===== src/rtl/squeeze_output_unit.sv =====
// squeeze_output_unit
// Squeeze side of the SHAKE core. Reads rate lanes out of the Keccak state and
// streams exactly output_length bytes as 64-bit words over a valid/ready
// interface. Bytes are MSB-first, and the unused bytes of the final word are
// zeroed. When a rate block runs out and more output is still owed, the unit
// asks the core for another permutation.
//
// Optional feature: define SQUEEZE_XOF_UNBOUNDED_EN to add a 'stop' input.
// In that build, output_length==0 selects unbounded XOF streaming, and a stop
// pulse makes the next loaded word the final one.
//
// Stream handshake: a word transfers on a rising clock edge where
// data_out_valid && data_out_ready. While valid is high and ready is low,
// data_out, last_word and last_valid_bytes hold their values.

package keccak_pkg;
    localparam int W            = 64;
    localparam int W_BYTE_SIZE  = 8;
    localparam int W_BYTE_WIDTH = 3;
endpackage

module squeeze_output_unit
    import keccak_pkg::*;
#(
    parameter int LEN_WIDTH      = 32,
    parameter int RATE_IDX_WIDTH = 5
) (
    input  logic                      clk,
    input  logic                      rst,
    input  logic                      start,
    input  logic [LEN_WIDTH-1:0]      output_length,
    input  logic [RATE_IDX_WIDTH-1:0] rate_words,
    input  logic                      state_ready,
    output logic [RATE_IDX_WIDTH-1:0] word_index,
    input  logic [W-1:0]              state_word,
    output logic [W-1:0]              data_out,
    output logic                      data_out_valid,
    input  logic                      data_out_ready,
    output logic                      last_word,
    output logic [W_BYTE_WIDTH-1:0]   last_valid_bytes,
    output logic                      permute_request,
    input  logic                      permute_done,
`ifdef SQUEEZE_XOF_UNBOUNDED_EN
    input  logic                      stop,
`endif
    output logic                      busy,
    output logic                      done
);

    typedef enum logic [1:0] {
        IDLE       = 2'd0,
        WAIT_STATE = 2'd1,
        EMIT       = 2'd2,
        PERMUTE    = 2'd3
    } state_t;

    localparam logic [LEN_WIDTH-1:0] WORD_BYTES = LEN_WIDTH'(W_BYTE_SIZE);

    state_t                    state;
    logic [LEN_WIDTH-1:0]      bytes_left;
    logic [RATE_IDX_WIDTH-1:0] rate_q;

    logic                      handshake;
    logic [LEN_WIDTH-1:0]      bytes_after;
    logic [LEN_WIDTH-1:0]      load_remaining;
    logic                      load_last_len;
    logic                      load_last;
    logic [W_BYTE_WIDTH-1:0]   load_lvb;
    logic [W-1:0]              keep_mask;
    logic [W-1:0]              load_word;

`ifdef SQUEEZE_XOF_UNBOUNDED_EN
    logic                      unbounded;
    logic                      stop_pending;
`endif

    // Byte accounting for the word about to be loaded into data_out.
    // In WAIT_STATE the next word is the first one of the block, so bytes_left
    // already counts it. In EMIT the load happens as the current word is
    // accepted, so the count for the new word is bytes_left minus one word.
    always_comb begin
        handshake      = data_out_valid && data_out_ready;
        bytes_after    = (bytes_left > WORD_BYTES) ? (bytes_left - WORD_BYTES) : '0;
        load_remaining = (state == EMIT) ? bytes_after : bytes_left;
        load_last_len  = (load_remaining <= WORD_BYTES);
`ifdef SQUEEZE_XOF_UNBOUNDED_EN
        if (unbounded) begin
            load_last = stop_pending || stop;
            load_lvb  = '0;
        end else begin
            load_last = load_last_len;
            load_lvb  = load_last_len ? load_remaining[W_BYTE_WIDTH-1:0] : '0;
        end
`else
        load_last = load_last_len;
        // A full final word leaves the low bits at 0, which encodes "all bytes valid".
        load_lvb  = load_last_len ? load_remaining[W_BYTE_WIDTH-1:0] : '0;
`endif
    end

    // Zero the trailing bytes of a partial final word. Byte 0 is the MSB byte,
    // so the kept bytes form a mask of ones anchored at the top of the word.
    always_comb begin
        keep_mask = '1;
        if (load_lvb != '0) begin
            keep_mask = ~({W{1'b1}} >> {load_lvb, 3'b000});
        end
        load_word = state_word & keep_mask;
    end

    // Main controller. All outputs are registered here.
    always_ff @(posedge clk) begin
        if (rst) begin
            state            <= IDLE;
            bytes_left       <= '0;
            rate_q           <= '0;
            word_index       <= '0;
            data_out         <= '0;
            data_out_valid   <= 1'b0;
            last_word        <= 1'b0;
            last_valid_bytes <= '0;
            permute_request  <= 1'b0;
            busy             <= 1'b0;
            done             <= 1'b0;
`ifdef SQUEEZE_XOF_UNBOUNDED_EN
            unbounded        <= 1'b0;
            stop_pending     <= 1'b0;
`endif
        end else begin
            done            <= 1'b0;
            permute_request <= 1'b0;

            case (state)
                IDLE: begin
                    if (start) begin
                        if (output_length == '0) begin
`ifdef SQUEEZE_XOF_UNBOUNDED_EN
                            // Zero length selects unbounded streaming.
                            unbounded    <= 1'b1;
                            stop_pending <= 1'b0;
                            bytes_left   <= '0;
                            rate_q       <= rate_words;
                            word_index   <= '0;
                            busy         <= 1'b1;
                            state        <= WAIT_STATE;
`else
                            // Nothing to emit; finish right away.
                            done <= 1'b1;
`endif
                        end else begin
`ifdef SQUEEZE_XOF_UNBOUNDED_EN
                            unbounded    <= 1'b0;
                            stop_pending <= 1'b0;
`endif
                            bytes_left <= output_length;
                            rate_q     <= rate_words;
                            word_index <= '0;
                            busy       <= 1'b1;
                            state      <= WAIT_STATE;
                        end
                    end
                end

                WAIT_STATE: begin
                    if (state_ready) begin
                        data_out         <= load_word;
                        last_word        <= load_last;
                        last_valid_bytes <= load_lvb;
                        data_out_valid   <= 1'b1;
                        word_index       <= word_index + 1'b1;
                        state            <= EMIT;
                    end
                end

                EMIT: begin
                    if (handshake) begin
                        bytes_left <= bytes_after;
                        if (last_word) begin
                            // The final word is checked before block exhaustion,
                            // so an exact multiple of the rate never requests a
                            // trailing permutation.
                            data_out         <= '0;
                            data_out_valid   <= 1'b0;
                            last_word        <= 1'b0;
                            last_valid_bytes <= '0;
                            word_index       <= '0;
                            busy             <= 1'b0;
                            done             <= 1'b1;
                            state            <= IDLE;
                        end else if (word_index == rate_q) begin
                            data_out_valid   <= 1'b0;
                            last_word        <= 1'b0;
                            last_valid_bytes <= '0;
                            permute_request  <= 1'b1;
                            state            <= PERMUTE;
                        end else begin
                            // Back-to-back load keeps one word per cycle inside a block.
                            data_out         <= load_word;
                            last_word        <= load_last;
                            last_valid_bytes <= load_lvb;
                            word_index       <= word_index + 1'b1;
                        end
                    end
                end

                PERMUTE: begin
                    if (permute_done) begin
                        word_index <= '0;
                        state      <= WAIT_STATE;
                    end
                end

                default: begin
                    state <= IDLE;
                end
            endcase

`ifdef SQUEEZE_XOF_UNBOUNDED_EN
            // Remember a stop that arrives while no word is being loaded.
            if (unbounded && stop && (state != IDLE)) begin
                stop_pending <= 1'b1;
            end
`endif
        end
    end

endmodule

===== config.mk =====
export PLATFORM = sky130hd
export DESIGN_NAME = squeeze_output_unit
export DESIGN_NICKNAME = d
export VERILOG_FILES = /design/src/rtl/squeeze_output_unit.sv
export SDC_FILE = /design/constraint.sdc
export NUM_CORES = 1
export LEC_CHECK = 0
export ABC_AREA = 1
export ABC_CLOCK_PERIOD_IN_PS = 9200
export CAP_MARGIN = 25
export CELL_PAD_IN_SITES_DETAIL_PLACEMENT = 0
export CELL_PAD_IN_SITES_GLOBAL_PLACEMENT = 1
export CORE_ASPECT_RATIO = 2
export CORE_UTILIZATION = 37
export CTS_BUF_LIST = sky130_fd_sc_hd__clkbuf_8
export CTS_CLUSTER_SIZE = 14
export DETAILED_ROUTE_END_ITERATION = 7
export GPL_ROUTABILITY_DRIVEN = 0
export HOLD_SLACK_MARGIN = 0.15
export PLACE_DENSITY_LB_ADDON = 0.05
export SYNTH_ARGS = -nofsm -noshare
export SYNTH_HDL_FRONTEND = slang
export SYNTH_SLANG_ARGS = --single-unit

===== constraint.sdc =====
create_clock -name clk -period 9.2 [get_ports clk]
set_input_delay 1.38 -clock clk [delete_from_list [all_inputs] [get_ports clk]]
set_output_delay 1.38 -clock clk [all_outputs]
set_load 0.1 [all_outputs]

# [After elaboration in Yosys (flattened, before gate mapping)]
# Index checks and enable logic that the tools add are counted.
# Widths: inputs -> output; s select.
[op_classes] addsub=2 mul=0 div_mod_pow=0 order_cmp=2 n_eq_ne=12 shift=1 mux=55 bitwise_logic=5 reduce_logical=15
[ops] cell="$mux 64" n=5
[ops] cell="$mux 32" n=5
[ops] cell="$pmux 64 s2" n=1
[ops] cell="$and 64x64->64" n=1
[ops] cell="$not 64->64" n=1
[ops] cell="$pmux 32 s2" n=1
[ops] cell="$shr 64x6->64 const A" n=1
[ops] cell="$mux 5" n=7
[ops] cell="$gt 32x4->1 const B" n=1
[ops] cell="$le 32x4->1 const B" n=1
[ops] cell="$logic_not 32->1" n=1
[ops] cell="$sub 32x4->32 const B" n=1
[ops] cell="$pmux 5 s4" n=1
[ops] cell="$mux 1" n=17
[ops] cell="$mux 3" n=5
[ops] cell="$mux 2" n=7
[ops] cell="$ne 2x2->1 const B" n=6
[ops] cell="$reduce_and 4->1" n=3
[ops] cell="$reduce_and 6->1" n=2
[ops] cell="$pmux 1 s2" n=4
[ops] cell="$pmux 2 s4" n=1
[ops] cell="$pmux 3 s2" n=1
[ops] cell="$reduce_and 3->1" n=2
[ops] cell="$add 5x1->5 const B" n=1
[ops] cell="other kinds (12)" n=16
[totals] reg_bits=116 latchBits=0 mem_bits_rw=0 mem_bits_ro=0 output_inout_bits=77 memories=0

# [Longest topological paths before layout]
# Gate-level depths: netlist of run 1.
[depth] word_depth=13 ltp_mapped=22 mapped_depth_nobuf=21

# [Worst setup path after synthesis of run 1]
# No wires, ideal clock.
[synth_timing] kind="input port to flip-flop" startpoint="input port data_out_ready" endpoint="register data_out[16]" setup_time_ps=70 arrival_ps=2921 required_time_ps=9130 setup_slack_ps=6209 stages=12 path_cell_list="nand2_1 nand2_1 nand2_1 a21oi_2 inv_1 nor2_1 nand2_1 inv_1 clkbuf_1 nand2_1 nand3b_1 a21oi_1"
[synth_via] elab_chain_cells=3
[synth_rtl] element="start: declaration" line_no="38" text="input logic data_out_ready,"
[synth_rtl] element="$logic_and 1x1->1" line_no="82" text="handshake = data_out_valid && data_out_ready;"
[synth_rtl] element="$ne 2x2->1 (no source line)"
[synth_rtl] element="$reduce_and 4->1 (no source line)"
[synth_rtl] element="end signal: assignment" line_no="166" text="data_out <= load_word;"
[synth_rtl] element="end signal: assignment" line_no="198" text="data_out <= load_word;"
[synth_rtl] element="end: declaration" line_no="36" text="output logic [W-1:0] data_out,"
# Every way passes these cells.
# A chain may end at the register's enable or synchronous reset.

# [Worst setup path after layout of run 1]
[layout_timing] startpoint="input port output_length[29]" endpoint="register busy"
[layout_via] elab_chain_cells=3
[layout_rtl] element="start: declaration" line_no="31" text="input logic [LEN_WIDTH-1:0] output_length,"
[layout_rtl] element="$logic_not 32->1" line_no="136" text="if (output_length == '0) begin"
[layout_rtl] element="$ne 2x2->1 (no source line)"
[layout_rtl] element="$reduce_and 5->1 (no source line)"
[layout_rtl] element="end signal: assignment" line_no="123" text="busy <= 1'b0;"
[layout_rtl] element="end signal: assignment" line_no="158" text="busy <= 1'b1;"
[layout_rtl] element="end signal: assignment" line_no="187" text="busy <= 1'b0;"
[layout_rtl] element="end: declaration" line_no="46" text="output logic busy,"
# Every way passes these cells.

==> results by group, run 1 <==
Yosys
  • Cell Area, Synth: 6260 um^2
  • Mean Syn Cell Area: 6.72 um^2
  • Top cell type's share of synthesized area: 0.371
  • Syn Nets: 1046
  • Seq/Total Area, Yosys: 0.371
  • FF+latch count, synth: 116
  • Netlist cell types: 39
  • Cell count after synthesis: 931
  • Top cell type by total area after synthesis: dfxtp_1
  • Largest cells by area after synthesis: dfxtp_1 (37%), nand2_1 (13%), a21oi_1 (7.8%)
  • Syn. warnings: 0

Global routing
  • Initial antenna violation count: 0
  • Vias in the first global route: 6366
  • First-pass GRT wire length: 32.8 mm
  • Global Route Usage Sum: 0.249
  • Pin count of the biggest net entering global routing: 72
  • Total congestion overflow: 0

Worst setup path
  • Critical path depth: 12
  • Crit path cell chain: clkdlybuf4s50_1 > nor4_1 > nand4_1 > nor3_1 > nand2_1 > nand2_1 > a21oi_4 > buf_4 > inv_1 > nor2_1 > o21ai_0 > a21oi_1
  • CP max stage delay: 530 ps
  • Worst Path Required: 9520 ps
  • Slowest CP cell: nor4_1
  • Most frequent cell on the critical path: nand2_1
  • Worst reg2reg startpoint: bytes_left[3]
  • Crit path launch: output_length[29]
  • Worst setup EP type: flip-flop
  • CP Data Arrival Time: 4260 ps
  • Crit start category: primary input
  • Worst path bufs/invs: 3
  • Setup CP Type: primary input to flip-flop
  • Cell family with most CP delay: simple AND/OR/NAND/NOR gates
  • Register-to-Register Path Depth: 18
  • Worst Path Max Fanout: 61

Timing
  • Min Tclk post-route: 3930 ps
  • Rel. slew slack: 0.308
  • Final hold slack: 463 ps
  • Slew Limit Fails: 0
  • Final Skew: 10.7 ps
  • Worst Slack Setup Final: 5270 ps
  • Fmax: 0.254 GHz
  • Setup TNS: 0 ps
  • Hold Vio Cnt, Final: 0
  • Final period utilization: 0.428
  • RSZ-0062 raised after global routing: no
  • Measured slew at the worst slew-check pin: 1040 ps
  • Final-report setup violation count: 0

Hold path
  • Hold_sp: data_out[31]
  • Hold Path Class: flip-flop to flip-flop
  • Cells on Worst Hold Path: 2

Power
  • Max rail drop VDD: 0.000185 V
  • PwrDens: 433 nW/um^2
  • LEAKAGE: 3.52 nW
  • Total power draw: 3.77 mW

Drt
  • Routed vias/inst: 4.99
  • Post-DRT Antenna Nets: 0
  • Via count: 6557
  • Wire length after detailed routing: 21.1 mm
  • DR iter-0 viols: 178
  • WL/cell: 16.1 um
  • Drt pass-1 iters: 5
  • Drc violations: 0

Floorplanning
  • Row count: 66
  • Core area: 16400 um^2
  • Die ar.: 17500 um^2
  • IO Count: 184
  • Die width: 94.0 um
  • Die Ht: 186 um
  • Initial core utilization: 0.381

Finish
  • Fin area: 8710 um^2
  • Reg area: 2320 um^2
  • Final core utilization: 0.530
  • Area grow syn2layout: 39.2%
  • Final non-filler cell total: 1315
  • Share of layout cells above drive strength 1: 0.0765
  • Antenna Cells: 0
  • # fillers: 1710
  • # nets final: 1214
  • Multi-input gate area: 3450 um^2

Clocking
  • Clk_lat worst skew: 450 ps
  • Number of gates resized after CTS: 0
  • TritonCTS Buffers: 17
  • Htree depth: 4
  • Clock-pin slew on the worst setup and hold paths: 70 ps
  • TritonCTS Sinks: 116
  • Clock tree buffer depth: 2
  • CTS Hold Buffers Added: 0
  • CTS tree: built
  • Post-CTS Setup Repair Bufs: 0
  • CTS Root Cell: clkbuf_8

Place
  • Placement Cell Area: 8260 um^2
  • Post-DP HPWL: 16.0 mm
  • IO buf count: 183
  • Dpl ws: 4810 ps
  • Placed Cells: 1284

Job
  • Max-cap violations: 0

Outcome
  • Status: finished clean
[metal layers]
metal,vias up,global-route usage,share of wire
met5,-,0,0
met4,0,0.164,0.061
met3,64,0.0453,0.037
met2,175,0.477,0.55
met1,2923,0.233,0.35
li1,3395,-,-
[sequential cells by signal, summed over array words and instances (netlist names)]
name / cells
done: 1
last_valid_bytes: 3
word_index: 5
state: 2
data_out: 64
bytes_left: 32
last_word: 1
permute_request: 1
busy: 1
data_out_valid: 1
rate_q: 5
[path summary, 6_finish.rpt]
path                  end  slack [ps]
min          data_out[31]         460
max                  busy        5270
min reg2reg  data_out[31]         460
max reg2reg  data_out[52]        5390
[worst register-to-register path, cell delays in order, from the launching register on]
cell     delay (ps)
dfxtp_1         340
inv_2           140
ha_1            330
nand2_1         220
nor2_4          330
nand4_1         140
nand2_1          80
nor2_1           50
nor2_1          280
nand3_1         250
nor2_8          250
nand2_2         110
nor2_1          150
inv_1            60
ha_1            330
inv_1           180
nand3_2         220
nand2_1         120
a21oi_1          60
[final cells by class]
| type | count | area share |
|---|---|---|
| Multi-Input combinational cell | 685 | 0.396 |
| Sequential cell | 116 | 0.267 |
| Timing Repair Buffer | 191 | 0.218 |
| Inverter | 88 | 0.0379 |
| Clock buffer | 20 | 0.0316 |
| Tap cell | 204 | 0.0293 |
| Clock inverter | 11 | 0.0208 |
[cells in the mapped netlist, drive strengths merged]
| master | count |
|---|---|
| a211oi | 4 |
| a21oi | 100 |
| a22oi | 14 |
| a31oi | 13 |
| and2 | 2 |
| buf | 4 |
| clkbuf | 38 |
| clkinv | 1 |
| dfxtp | 116 |
| ha | 8 |
| inv | 87 |
| nand2 | 226 |
| nand3 | 68 |
| nand3b | 11 |
| nand4 | 17 |
| nor2 | 134 |
| nor3 | 5 |
| nor4 | 8 |
| o211ai | 1 |
| o21a | 3 |
| o21ai | 53 |
| o21bai | 4 |
| or2 | 4 |
| xnor2 | 5 |
| xor2 | 5 |
[logic make-up after synthesis]
kind of cell,count (synthesis),share of synthesized area
compound gates,192,0.168
fa+ha+maj,8,0.0160
buf+inv,130,0.0798
flops,116,0.371
xor+xnor,10,0.0140
simple gates,475,0.351
[cells in the final DEF (no fill, tap or decap), types with 3 or more instances in the layout]
master	n
a211oi_1	4
a21oi_1	97
a22oi_1	14
a31oi_1	13
buf_4	7
bufinv_16	5
clkbuf_8	20
clkdlybuf4s50_1	182
clkinv_2	4
dfxtp_1	116
ha_1	8
inv_1	82
inv_2	6
nand2_1	211
nand2_2	12
nand2_4	3
nand3_1	63
nand3_2	3
nand3b_1	11
nand4_1	15
nor2_1	123
nor2_2	4
nor2_4	5
nor3_1	5
nor4_1	8
o21a_1	3
o21ai_0	47
o21ai_1	5
o21bai_1	4
or2_2	3
xnor2_1	5
xor2_1	5
[power breakdown]
part	switching [mW]	internal [mW]
Combinational	1.76	0.631
Clock	0.211	0.340
Sequential	0.149	0.683
Power figures use the tool's default switching activity.
==> inputs of run 2 (changes only) <==
- ABC_CLOCK_PERIOD_IN_PS: 9200 -> 3500
- CORE_UTILIZATION: 37 -> 31
- clock period: 9.2 -> 3.5 ns (I/O delays scaled with it)
==> run 2 against run 1 <==
  * Critical path depth up 8
  * Critical endpoint is now data_out[50]
  * Design area grew 4.4%
  * First-iteration DRC count rose by 30%
  * Register-to-register slack lost 5100 ps
  * Worst setup slack got worse by 5000 ps
==> results by group, run 2 (synthesis gave the netlist of run 1 again) <==
Outcome
  • Status: finished clean

Hold path
  • Cells on Worst Hold Path: 2 (unchanged)
  • Worst Hold End: data_out[26]
  • Hold_sp: data_out[26]
  • Hold Path Class: flip-flop to flip-flop

Worst setup path
  • Worst Path Required: 3790 ps (-5730 ps)
  • Crit path cell chain: inv_2 > ha_2 > nand2_2 > nor2_4 > nand3_1 > nand2_1 > nand2_1 > o21ai_1 > nand2_1 > nor2_1 > nand2_1 > nor2_8 > nand2_2 > nor2_1 > inv_1 > ha_1 > inv_1 > nand3_2 > nand2_1 > a21oi_1
  • Worst Path Max Fanout: 8 (-87%)
  • CP max stage delay: 340 ps (-190 ps)
  • Register-to-register setup slack: 310 ps (-5080 ps)
  • Setup CP Type: flip-flop to flip-flop
  • Slowest CP cell: dfxtp_1
  • CP Data Arrival Time: 3480 ps (-780 ps)
  • Reg-to-reg endpoint: data_out[50]
  • Worst setup EP type: flip-flop
  • Register-to-Register Path Depth: 20 (+2)
  • Most frequent cell on the critical path: nand2_1
  • Crit start category: flip-flop
  • Worst reg2reg startpoint: bytes_left[3]

Place
  • IO buf count: 183 (unchanged)
  • Placed Cells: 1376 (+7.2%)
  • Post-DP HPWL: 18.3 mm (+14%)

Finish
  • # nets final: 1250 (+3.0%)
  • Biggest register: data_out
  • Most common cell after layout, fill and taps aside: nand2_1
  • Most frequent cells in the layout: nand2_1 (210), clkdlybuf4s50_1 (182), nor2_1 (122)
  • # fillers: 2225 (+30%)
  • Max FFs per register: 64 (unchanged)
  • Area grow syn2layout: 45.3%
  • Final non-filler cell total: 1410 (+7.2%)
  • Share of layout cells above drive strength 1: 0.110 (+0.0332)
  • Top flop regs: data_out (64), bytes_left (32)
  • Antenna Cells: 0 (unchanged)

Clocking
  • Htree depth: 4 (unchanged)
  • CTS tree: built
  • TritonCTS Buffers: 17 (unchanged)
  • Clk_lat worst skew: 450 ps (about the same)
  • CTS Root Cell: clkbuf_8
  • TritonCTS Sinks: 116 (unchanged)
  • Clock-pin slew on the worst setup and hold paths: 70 ps (about the same)
  • Clock tree buffer depth: 2 (unchanged)

Power
  • PwrDens: 1140 nW/um^2 (+160%)
  • Max rail drop VDD: 0.000371 V (+100%)
  • Int Power: 4.51 mW (+170%)
  • Sequential power share: 0.209 (-0.011)
  • Total power draw: 10.3 mW (+170%)
  • Logic pwr share: 0.652 (+0.018)
  • Sw power: 5.82 mW (+170%)
  • Net Sw Frac: 0.564 (+0.00229)
  • Clock Power Share: 0.140 (-0.006)
  • LEAKAGE: 3.70 nW (+5.1%)

Timing
  • Setup TNS: 0 ps (unchanged)
  • Hold Vio Cnt, Final: 0 (unchanged)
  • Min Tclk post-route: 3190 ps
  • Final period utilization: 0.912
  • Rel. slew slack: 0.311 (+0.00298)
  • Final-report setup violation count: 0 (unchanged)
  • Slew Limit Fails: 0 (unchanged)
  • RSZ-0062 raised after global routing: no
  • Final Skew: 14.6 ps (+3.93 ps)
  • Fmax: 0.313 GHz
  • Measured slew at the worst slew-check pin: 1030 ps (-4.46 ps)

Drt
  • Post-DRT Antenna Nets: 0 (unchanged)
  • Drc violations: 0 (unchanged)
  • Routed vias/inst: 4.87 (-2.4%)
  • Wire length after detailed routing: 24.0 mm (+13%)
  • DR iter-0 viols: 232 (+30%)
  • WL/cell: 17.0 um (+5.8%)
  • Drt pass-1 iters: 5 (unchanged)
  • Via count: 6865 (+4.7%)

Job
  • Max-cap violations: 0 (unchanged)

Global routing
  • Vias in the first global route: 6793 (+6.7%)
  • Pin count of the biggest net entering global routing: 71 (-1.4%)
  • Total congestion overflow: 0 (unchanged)
  • Global Route Usage Sum: 0.234 (-0.0154)
  • Initial antenna violation count: 0 (unchanged)
  • First-pass GRT wire length: 36.2 mm (+10%)

Floorplanning
  • Row count: 73 (+11%)
  • Die ar.: 20800 um^2 (+19%)
  • Die width: 102 um (+9.1%)
  • IO Count: 184 (unchanged)
  • Core area: 19800 um^2 (+21%)
  • Die Ht: 203 um (+9.1%)
  • Initial core utilization: 0.316 (-0.0651)
## run 2: worst max-delay path by stage
stage                         endpoint  slack, ps           start  cells past startpoint
after floorplan           data_out[48]        550        state[0]                     20
after global placement    data_out[54]         50   bytes_left[3]                     18
after detailed placement  data_out[51]         60   bytes_left[3]                     18
after CTS                 data_out[51]         30   bytes_left[3]                     18
after global routing      data_out[49]         30  bytes_left[24]                     19
final                     data_out[50]        310   bytes_left[3]                     20
## run 2: metrics by stage
| step | worst slack [ps] | utilization | instance area [um^2] | hold WS [ps] |
|---|---|---|---|---|
| global route | 25.5 | 0.459 | 9090 | 484 |
| global placement | 46.5 | 0.435 | 8620 | 451 |
| detailed placement | 56.2 | 0.435 | 8620 | 454 |
| floorplan | 549 | - | 6260 | 475 |
| CTS | 32.1 | 0.458 | 9070 | 465 |
| finish | 309 | 0.459 | 9090 | 463 |
## run 2: critical path, delay by kind of cell (launching register included)
family	cells	cell delay, ps
fa+ha+maj	2	480
buf+inv	3	330
flops	1	340
compound gates	2	170
simple gates	13	1710
## run 2: power groups by stage
stage	Combinational [mW]	Sequential [mW]	Clock (mW)
floorplan	2.86	4.03	0
global placement	6.73	2.18	0
detailed placement	6.73	2.18	0
CTS	6.74	2.15	1.48
global route	7.27	2.22	1.53
finish	6.73	2.15	1.44
## run 2: cell type report
cell class,count,area (um^2),area share
clock buffer,20,275,0.0303
timing repair buffer,226,2200,0.242
sequential,116,2320,0.255
tap,262,328,0.0360
multi-input combinational,686,3460,0.381
clock inverter,12,176,0.0194
inverter,88,330,0.0363
## run 2: per-layer routing
| metal | vias up | global-route usage | wire [um] |
|---|---|---|---|
| met5 | - | 0 | 0 |
| met4 | 0 | 0.152 | 1350 |
| met3 | 57 | 0.0351 | 1060 |
| met2 | 193 | 0.456 | 13600 |
| met1 | 3133 | 0.211 | 7960 |
| li1 | 3482 | - | - |
## run 2: repair_timing
action	4_1_cts	5_1_grt
setup buffers	0	1
setup endpoints to repair	0	32
hold buffers	0	0
endpoints found under the hold margin	0	0
resized for setup	0	3
